<file path="config.mk">
export PLATFORM = sky130hd
export DESIGN_NAME = ro_sensor_ctrl
export DESIGN_NICKNAME = d
export VERILOG_FILES = /design/src/rtl/ro_sensor_ctrl.sv
export SDC_FILE = /design/constraint.sdc
export NUM_CORES = 1
export LEC_CHECK = 0
export ABC_AREA = 1
export CAP_MARGIN = 40
export CELL_PAD_IN_SITES_DETAIL_PLACEMENT = 0
export CELL_PAD_IN_SITES_GLOBAL_PLACEMENT = 1
export CORE_MARGIN = 8
export CORE_UTILIZATION = 44
export CTS_BUF_LIST = sky130_fd_sc_hd__clkbuf_8
export CTS_CLUSTER_SIZE = 20
export DETAILED_ROUTE_END_ITERATION = 12
export MAX_ROUTING_LAYER = met4
export PLACE_DENSITY = 0.86
export RECOVER_POWER = 25
export SYNTH_ARGS = -nofsm -noshare
export SYNTH_HDL_FRONTEND = slang
export SYNTH_SLANG_ARGS = --single-unit
</file>
<file path="constraint.sdc">
create_clock -name mclk -period 4.4 [get_ports mclk]
set_clock_uncertainty 0.2 [all_clocks]
set_input_delay 0.88 -clock mclk [delete_from_list [all_inputs] [get_ports mclk]]
set_output_delay 0.88 -clock mclk [all_outputs]
set_load 0.01 [all_outputs]
</file>
<file path="src/rtl/ro_sensor_ctrl.sv">
// Measurement sequencer for the NAND-gated ring-oscillator glitch sensor.
// Optional continuous back-to-back windows are enabled by defining RO_SENSOR_CONT_EN.
module ro_sensor_ctrl #(
  parameter int CNT_W    = 16,
  parameter int WIN_W    = 16,
  parameter int WARM_CYC = 8
) (
  input  logic             mclk,
  input  logic             puc_rst,
  input  logic             start,
  input  logic             stop,
  input  logic             cont,
  input  logic [WIN_W-1:0] win_len,
  input  logic [CNT_W-1:0] thr_lo,
  input  logic [CNT_W-1:0] thr_hi,
  input  logic             ro_out,
  input  logic             alarm_clr,
  output logic             ro_en,
  output logic             busy,
  output logic             done,
  output logic [CNT_W-1:0] count,
  output logic             alarm
);

  localparam int WARM_W = (WARM_CYC > 1) ? $clog2(WARM_CYC) : 1;
  localparam logic [WARM_W-1:0] WARM_LAST = WARM_W'(WARM_CYC - 1);

  typedef enum logic [1:0] {
    ST_IDLE,
    ST_WARMUP,
    ST_MEASURE,
    ST_DONE
  } state_e;

  state_e             state_q, state_d;
  logic [2:0]         sync_q;
  logic               rise;
  logic [WARM_W-1:0]  warm_q, warm_d;
  logic [WIN_W-1:0]   win_cnt_q, win_cnt_d;
  logic [WIN_W-1:0]   win_sh_q, win_last;
  logic [CNT_W-1:0]   thr_lo_q, thr_hi_q;
  logic [CNT_W-1:0]   edge_q, edge_d, edge_inc;
  logic [CNT_W-1:0]   count_q;
  logic               alarm_q, alarm_d;
  logic               latch_cfg, enter_done, cont_go;
  logic               oob_new, oob_done;

  // sync_q[0] and sync_q[1] form the synchronizer; sync_q[2] is the edge-detect delay.
  always_ff @(posedge mclk or posedge puc_rst) begin
    if (puc_rst) begin
      sync_q <= '0;
    end else begin
      sync_q <= {sync_q[1:0], ro_out};
    end
  end

  assign rise     = sync_q[1] & ~sync_q[2];
  assign edge_inc = (rise && (edge_q != '1)) ? edge_q + CNT_W'(1) : edge_q;
  assign win_last = (win_sh_q == '0) ? '0 : win_sh_q - WIN_W'(1);
  assign oob_new  = (edge_inc < thr_lo_q) | (edge_inc > thr_hi_q);
  assign oob_done = (count_q < thr_lo_q) | (count_q > thr_hi_q);

`ifdef RO_SENSOR_CONT_EN
  assign cont_go = cont & ~stop;
`else
  // Continuous mode is compiled out; cont is read only to keep it connected.
  assign cont_go = cont & 1'b0;
`endif

  // NOTE: every signal written here gets a default first so no latch is inferred.
  always_comb begin
    state_d    = state_q;
    warm_d     = warm_q;
    win_cnt_d  = win_cnt_q;
    edge_d     = edge_q;
    latch_cfg  = 1'b0;
    enter_done = 1'b0;
    ro_en      = 1'b0;
    done       = 1'b0;
    unique case (state_q)
      ST_IDLE: begin
        if (start && !stop) begin
          state_d   = ST_WARMUP;
          latch_cfg = 1'b1;
          warm_d    = '0;
          win_cnt_d = '0;
          edge_d    = '0;
        end
      end
      ST_WARMUP: begin
        ro_en = 1'b1;
        if (stop) begin
          state_d = ST_IDLE;
        end else if (warm_q == WARM_LAST) begin
          state_d   = ST_MEASURE;
          win_cnt_d = '0;
        end else begin
          warm_d = warm_q + WARM_W'(1);
        end
      end
      ST_MEASURE: begin
        ro_en  = 1'b1;
        edge_d = edge_inc;
        if (stop) begin
          state_d = ST_IDLE;
        end else if (win_cnt_q == win_last) begin
          state_d    = ST_DONE;
          enter_done = 1'b1;
        end else begin
          win_cnt_d = win_cnt_q + WIN_W'(1);
        end
      end
      ST_DONE: begin
        done  = 1'b1;
        ro_en = cont_go;
        if (cont_go) begin
          state_d   = ST_MEASURE;
          latch_cfg = 1'b1;
          win_cnt_d = '0;
          edge_d    = '0;
        end else begin
          state_d = ST_IDLE;
        end
      end
      default: state_d = ST_IDLE;
    endcase
  end

  // Alarm set in the DONE cycle beats a simultaneous clear.
  assign alarm_d = (enter_done & oob_new)
                 | ((state_q == ST_DONE) & oob_done)
                 | (alarm_q & ~alarm_clr);

  // NOTE: sequential state uses non-blocking assignments so all flops update together.
  always_ff @(posedge mclk or posedge puc_rst) begin
    if (puc_rst) begin
      state_q   <= ST_IDLE;
      warm_q    <= '0;
      win_cnt_q <= '0;
      edge_q    <= '0;
      win_sh_q  <= '0;
      thr_lo_q  <= '0;
      thr_hi_q  <= '0;
      count_q   <= '0;
      alarm_q   <= 1'b0;
    end else begin
      state_q   <= state_d;
      warm_q    <= warm_d;
      win_cnt_q <= win_cnt_d;
      edge_q    <= edge_d;
      alarm_q   <= alarm_d;
      if (latch_cfg) begin
        win_sh_q <= win_len;
        thr_lo_q <= thr_lo;
        thr_hi_q <= thr_hi;
      end
      if (enter_done) begin
        count_q <= edge_inc;
      end
    end
  end

  assign busy  = (state_q != ST_IDLE);
  assign count = count_q;
  assign alarm = alarm_q;

endmodule

</file>
# Yosys cells after proc, flatten, opt, wreduce, memory -nomap -nowiden
# Index checks and enable logic that the tools add are counted.
totals:
  elab_cells: 82
  input_bits: 55
  output_inout_bits: 20
  regBits: 105
op_classes:
  magnitude_cmp: 4
  mux: 26
  reduce_logical: 13
  addsub: 4
  eq_ne: 14
  n_bitwise: 11
ops:
  columns: ["operator", "n"]
  rows:
  - ["2-to-1 mux 16 bit", 7]
  - ["case mux 16 bit (3 select lines)", 1]
  - ["adder 16 x 1 -> 16 bit, second input constant", 2]
  - ["> comparator 16 bit", 2]
  - ["< comparator 16 bit", 2]
  - ["case mux 16 bit (2 select lines)", 1]
  - ["equality test 16 bit", 1]
  - ["logical NOT 16 bit", 1]
  - ["!= test 16 bit, second input constant", 1]
  - ["subtractor 16 x 1 -> 16 bit, second input constant", 1]
  - ["!= test 2 bit, second input constant", 6]
  - ["2-to-1 mux 2 bit", 5]
  - ["2-to-1 mux 3 bit", 3]
  - ["case mux 2 bit (4 select lines)", 1]
  - ["2-to-1 mux 1 bit", 7]
  - ["!= test 3 bit, second input constant", 2]
  - ["case mux 3 bit (2 select lines)", 1]
  - ["AND reduction 6 bit", 1]
  - ["nonzero test 2 bit", 3]
  - ["AND 1 bit", 4]
  - ["equality test 2 bit, second input constant", 2]
  - ["bitwise OR 1 bit", 4]
  - ["AND reduction 4 bit", 1]
  - ["adder 3 x 1 -> 3 bit, second input constant", 1]
  - ["other kinds (9)", 12]

# Logic depth before layout (Yosys ltp)
depth:
  depth_word: 9
  depth_mapped: 21
  depth_no_buf: 21

# Worst setup path after synthesis
# No wires, ideal clock.
synth_path:
  kind: "reg-to-reg"
  start: "register edge_q[0]"
  end: "register alarm_q (netlist: alarm)"
  path_stages_with_launch: 21
  setup_ns: 0.121
  setup_slack_ns: 1.409
  path_buffers: 0
  period_less_slack_ns: 2.991
  arrival_time_ns: 2.669
  cell_sequence: "dfrtp_1 > ha_1 > nand2_1 > nor2_1 > nand2_1 > o21ai_0 > nor2_1 > nand2_1 > nor3_1 > nand3b_1 > nor2_1 > xor2_1 > ha_1 > nand4_1 > nor3_1 > nand2_1 > o2111ai_1 > nand2_1 > nand2_1 > nand2_1 > nand2_1"
synth_via:
  elab_chain_len: 8
synth_rtl:
  columns: ["element", "line_no", "text"]
  rows:
  - ["start: declaration", "42", "logic [CNT_W-1:0] edge_q, edge_d, edge_inc;"]
  - ["start signal: assignment", "150", "edge_q <= edge_d;"]
  - ["parallel branches: the longest is 2 deep, another holds adder 16 x 1 -> 16 bit", null, null]
  - ["2-to-1 mux 16 bit *", "58", "assign edge_inc = (rise && (edge_q != '1)) ? edge_q + CNT_W'(1) : edge_q;"]
  - ["via edge_inc[14]", "42", null]
  - ["< comparator 16 bit or > comparator 16 bit (tied branches)", "60", "assign oob_new = (edge_inc < thr_lo_q) | (edge_inc > thr_hi_q);"]
  - ["bitwise OR 1 bit *", "60", null]
  - ["AND 1 bit *", "130", "assign alarm_d = (enter_done & oob_new)"]
  - ["bitwise OR 1 bit *", "131", "| ((state_q == ST_DONE) & oob_done)"]
  - ["bitwise OR 1 bit *", "132", "| (alarm_q & ~alarm_clr);"]
  - ["via alarm_d", "44", "logic alarm_q, alarm_d;"]
  - ["end signal: assignment", "151", "alarm_q <= alarm_d;"]
  - ["end: declaration", "44", null]
# Mark *: on every way through the listed nets, which the timed path passes.
# A chain may end at the register's enable or synchronous reset.

# Final worst setup path
# Ends and elaborated chain as after synthesis.

==> run_results.csv <==
group,metric,value,unit
floorplan,die_w,144,um
layout,fillers,1610,
synth,synth-simple-area-share,27.7,%
power,total_power,0.00360,W
synth,synthAdderAreaFrac,12.4,%
clock_tree,cts_resized,0,
clock_tree,clock_latency,0.39,ns
routing,viasPerCell,5.05,
synth,synth-edff-count,0,
grt,grt_overflow,0,
synth,async_flop_share,100,%
setup_path,cp_max_fo,4,
setup_path,cpMostUsedCell,"nand2_1",
clock_tree,ctsRootBufferMaster,"clkbuf_8",
layout,area_growth,16.1,%
routing,ant_nets,0,
floorplan,core_area,15900,um^2
clock_tree,tritoncts,"built",
routing,vias,6233,
setup_path,path_cells,"ha_1 -> nand2_1 -> nor2_1 -> nand2_1 -> o21ai_0 -> nor2_1 -> nand2_1 -> nor3_1 -> nand3b_1 -> nor2_1 -> xor2_1 -> ha_1 -> nand4_1 -> nor3_1 -> nand2_1 -> o2111ai_1 -> nand2_1 -> nand2_1 -> nand2_1 -> nand2_1",
power,peakVddDrop,254,uV
min_path,hold_path.class,"reg -> reg",
grt,grt_pass1_vias,6073,
floorplan,dieArea,20600,um^2
sta,max_freq,272,MHz
setup_path,slowest_stage,"dfrtp_1",
sta,setup_violations,0,
clock_tree,cts_hold_buf,0,
setup_path,slowest_delay,0.43,ns
routing,drt-pass1-iter-count,5,
routing,post_drt_wl_per_cell,15.0,um
layout,final_cells,1235,
grt,antenna_found_initial,0,
floorplan,start_util,45.1,%
floorplan,ios,75,
status,outcome,"finished, violations left",
synth,synthXorXnorAreaFrac,4.37,%
power,powerDensity,433,nW/um^2
synth,netlist_area,7170,um^2
setup_path,end_kind,"register",
sta,maxSlewHeadroom,-17.5,%
routing,first_iter_violations,230,
synth,ys_types,44,
clock_tree,post-cts-setup-buffers,0,
clock_tree,clock_path_buffers,2,
flow_run,cap_violations,1,
power,p_leak,4.23,nW
synth,synth_seq_cells,105,
floorplan,rows,46,
grt,grt_max_degree,70,
synth,synth_top_family_by_area,"simple AND/OR/NAND/NOR gates",
placed_design,post-place-cells,1219,
floorplan,die_h,144,um
setup_path,cp.arrival,3.81,ns
layout,final_nets,1140,
setup_path,path_delay_family,"simple AND/OR/NAND/NOR gates",
synth,synth-compound-area-share,10.1,%
layout,drive_above_1_share,4.81,%
routing,wirelength,18600,um
sta,period_minus_slack,3.68,ns
synth,avgSynthCellArea,7.56,um^2
sta,worst_pin_slew,1.75,ns
synth,synthesis.nets,1074,
sta,hold_viol,0,
sta,finalSetupTns,0,ns
routing,drc,0,
placed_design,io_buffers,73,
sta,rsz0062_at_grt,"no",
synth,synth.area.mux_share,0.314,%
setup_path,startpoint_type,"register",
layout,n_antenna_cell,0,
clock_tree,clk_pin_slew,0.11,ns
grt,grtUsageTotal,19.5,%
setup_path,required,4.53,ns
placed_design,gp_congestion,0.897,
synth,synth_top_flop_cell,"dfrtp_1",
clock_tree,htree_levels,3,
synth,synth_cells,948,
status,violations,"capacitance limit, slew limit",
setup_path,crit_buf_inv,0,
synth,ys_seq_area_share,36.7,%
clock_tree,cts_sinks,105,
placed_design,dp_hpwl,14400,um
synth,yosysWarnings,0,
clock_tree,cts_made_buffers,9,
sta,fin_crit_sh,83.6,%
sta,drv_slew,37,
grt,grt_pass1_wl,30800,um
setup_path,path_class,"reg -> reg",
==> state kept, by name, summed over array words and instances, names as in the netlist <==
signal / cells
thr_lo_q: 16
sync_q: 3
state_q: 2
thr_hi_q: 16
warm_q: 3
edge_q: 16
win_cnt_q: 16
win_sh_q: 16
count: 16
alarm: 1
==> cells in the mapped netlist (2+ instances only) <==
cell / n / area, um^2
inv_1: 124 / 465
clkbuf_1: 16 / 60.1
a32o_1: 2 / 20.0
nand2_1: 231 / 867
o22ai_1: 10 / 62.6
xor2_2: 2 / 32.5
nand4_2: 2 / 25.0
nand3b_1: 3 / 22.5
o21ai_1: 2 / 10.0
nand3_4: 2 / 35.0
o2111ai_1: 2 / 17.5
xnor2_1: 3 / 26.3
nand3_1: 52 / 260
a21oi_1: 76 / 380
dfrtp_1: 105 / 2630
o21ai_0: 21 / 105
nand3_2: 4 / 40.0
mux2_2: 2 / 22.5
ha_1: 71 / 888
o21a_1: 2 / 15.0
nor4_1: 3 / 18.8
a211oi_1: 4 / 30.0
nor2_2: 3 / 18.8
xor2_1: 29 / 254
nor3b_1: 2 / 15.0
nor2_1: 112 / 420
buf_1: 3 / 11.3
nor2_4: 2 / 22.5
buf_6: 4 / 45.0
buf_2: 2 / 10.0
nor3_1: 14 / 70.1
inv_2: 3 / 11.3
nand4_1: 24 / 150
==> layer usage <==
metal  wire [um]  up-vias  track usage [%]
li1            -     3203                -
met1        8930     2904             25.3
met2        8660      110             30.5
met3         710       16             4.28
met4         269        0             4.43
met5           0        -                -
==> worst reg2reg max path, stage by stage, from the launching register on <==
cell       delay, ns
dfrtp_1         0.43
ha_1            0.25
nand2_1         0.08
nor2_1          0.04
nand2_1         0.07
o21ai_0         0.14
nor2_1          0.25
nand2_1         0.13
nor3_1          0.30
nand3b_1        0.19
nor2_1          0.15
xor2_1          0.37
ha_1            0.21
nand4_1         0.14
nor3_1          0.21
nand2_1         0.08
o2111ai_1       0.08
nand2_1         0.06
nand2_1         0.09
nand2_1         0.08
nand2_1         0.08
==> cells in the final DEF (no fill, tap or decap), types with 4 or more instances in the layout <==
cell             instances
inv_1                  123
xor2_1                  29
a21oi_1                 76
buf_4                    6
nand4_1                 24
nor2_1                 112
nor3_1                  14
clkdlybuf4s50_1         71
nand3_2                  4
nand2_1                231
o22ai_1                 10
nand3_1                 51
ha_1                    71
a211oi_1                 4
clkbuf_8                 9
o21ai_0                 21
dfrtp_1                105
==> final timing paths <==
| path | start | endpoint | slack (ns) | cells after the start |
|---|---|---|---|---|
| setup / recovery | edge_q[0] | alarm | 0.72 | 20 |
| hold / removal | sync_q[0] | sync_q[1] | 0.17 | 0 |
| setup reg to reg | edge_q[0] | alarm | 0.72 | 20 |
| hold reg to reg | sync_q[0] | sync_q[1] | 0.17 | 0 |
| max in group asynchronous | puc_rst | thr_hi_q[12] | 1.82 | 3 |
| min in group asynchronous | puc_rst | thr_hi_q[0] | 1.17 | 2 |
==> where the power goes <==
| part | total, W | internal, W | leakage (nW) | switching (W) |
|---|---|---|---|---|
| clock network | 0.000633 | 0.000268 | 0.0938 | 0.000365 |
| registers | 0.00136 | 0.00121 | 1.31 | 0.000142 |
| logic | 0.00161 | 0.000569 | 2.83 | 0.00104 |
==> area by class of cell <==
type | count | area (um^2) | share of cell area [%]
timing repair buffer | 80 | 796 | 9.56
clock buffer | 9 | 124 | 1.49
inverter | 128 | 482 | 5.79
multi-input combinational | 690 | 3940 | 47.4
clock inverter | 7 | 77.6 | 0.932
tap | 216 | 270 | 3.25
sequential | 105 | 2630 | 31.6
==> cells by family after synthesis <==
family | count (synthesis)
buffers and inverters | 153
AND/OR/NAND/NOR | 456
adder cells (fa/ha/maj) | 71
flip-flops | 105
XOR/XNOR | 34
AO/OA/AOI/OAI | 127
multiplexers | 2
==> stage by stage <==
step,setup WS [ns],hold WS (ns),cell area (um^2),utilization [%]
final,0.721,0.171,8320,52.4
after global routing,0.369,0.199,8320,52.4
after CTS,0.702,0.172,8320,52.4
after detailed placement,0.776,0.144,8120,51.1
after global placement,0.812,0.136,8110,51.1
after floorplan,0.559,0.131,7170,-
No activity file was read; power rests on OpenSTA's default activity.
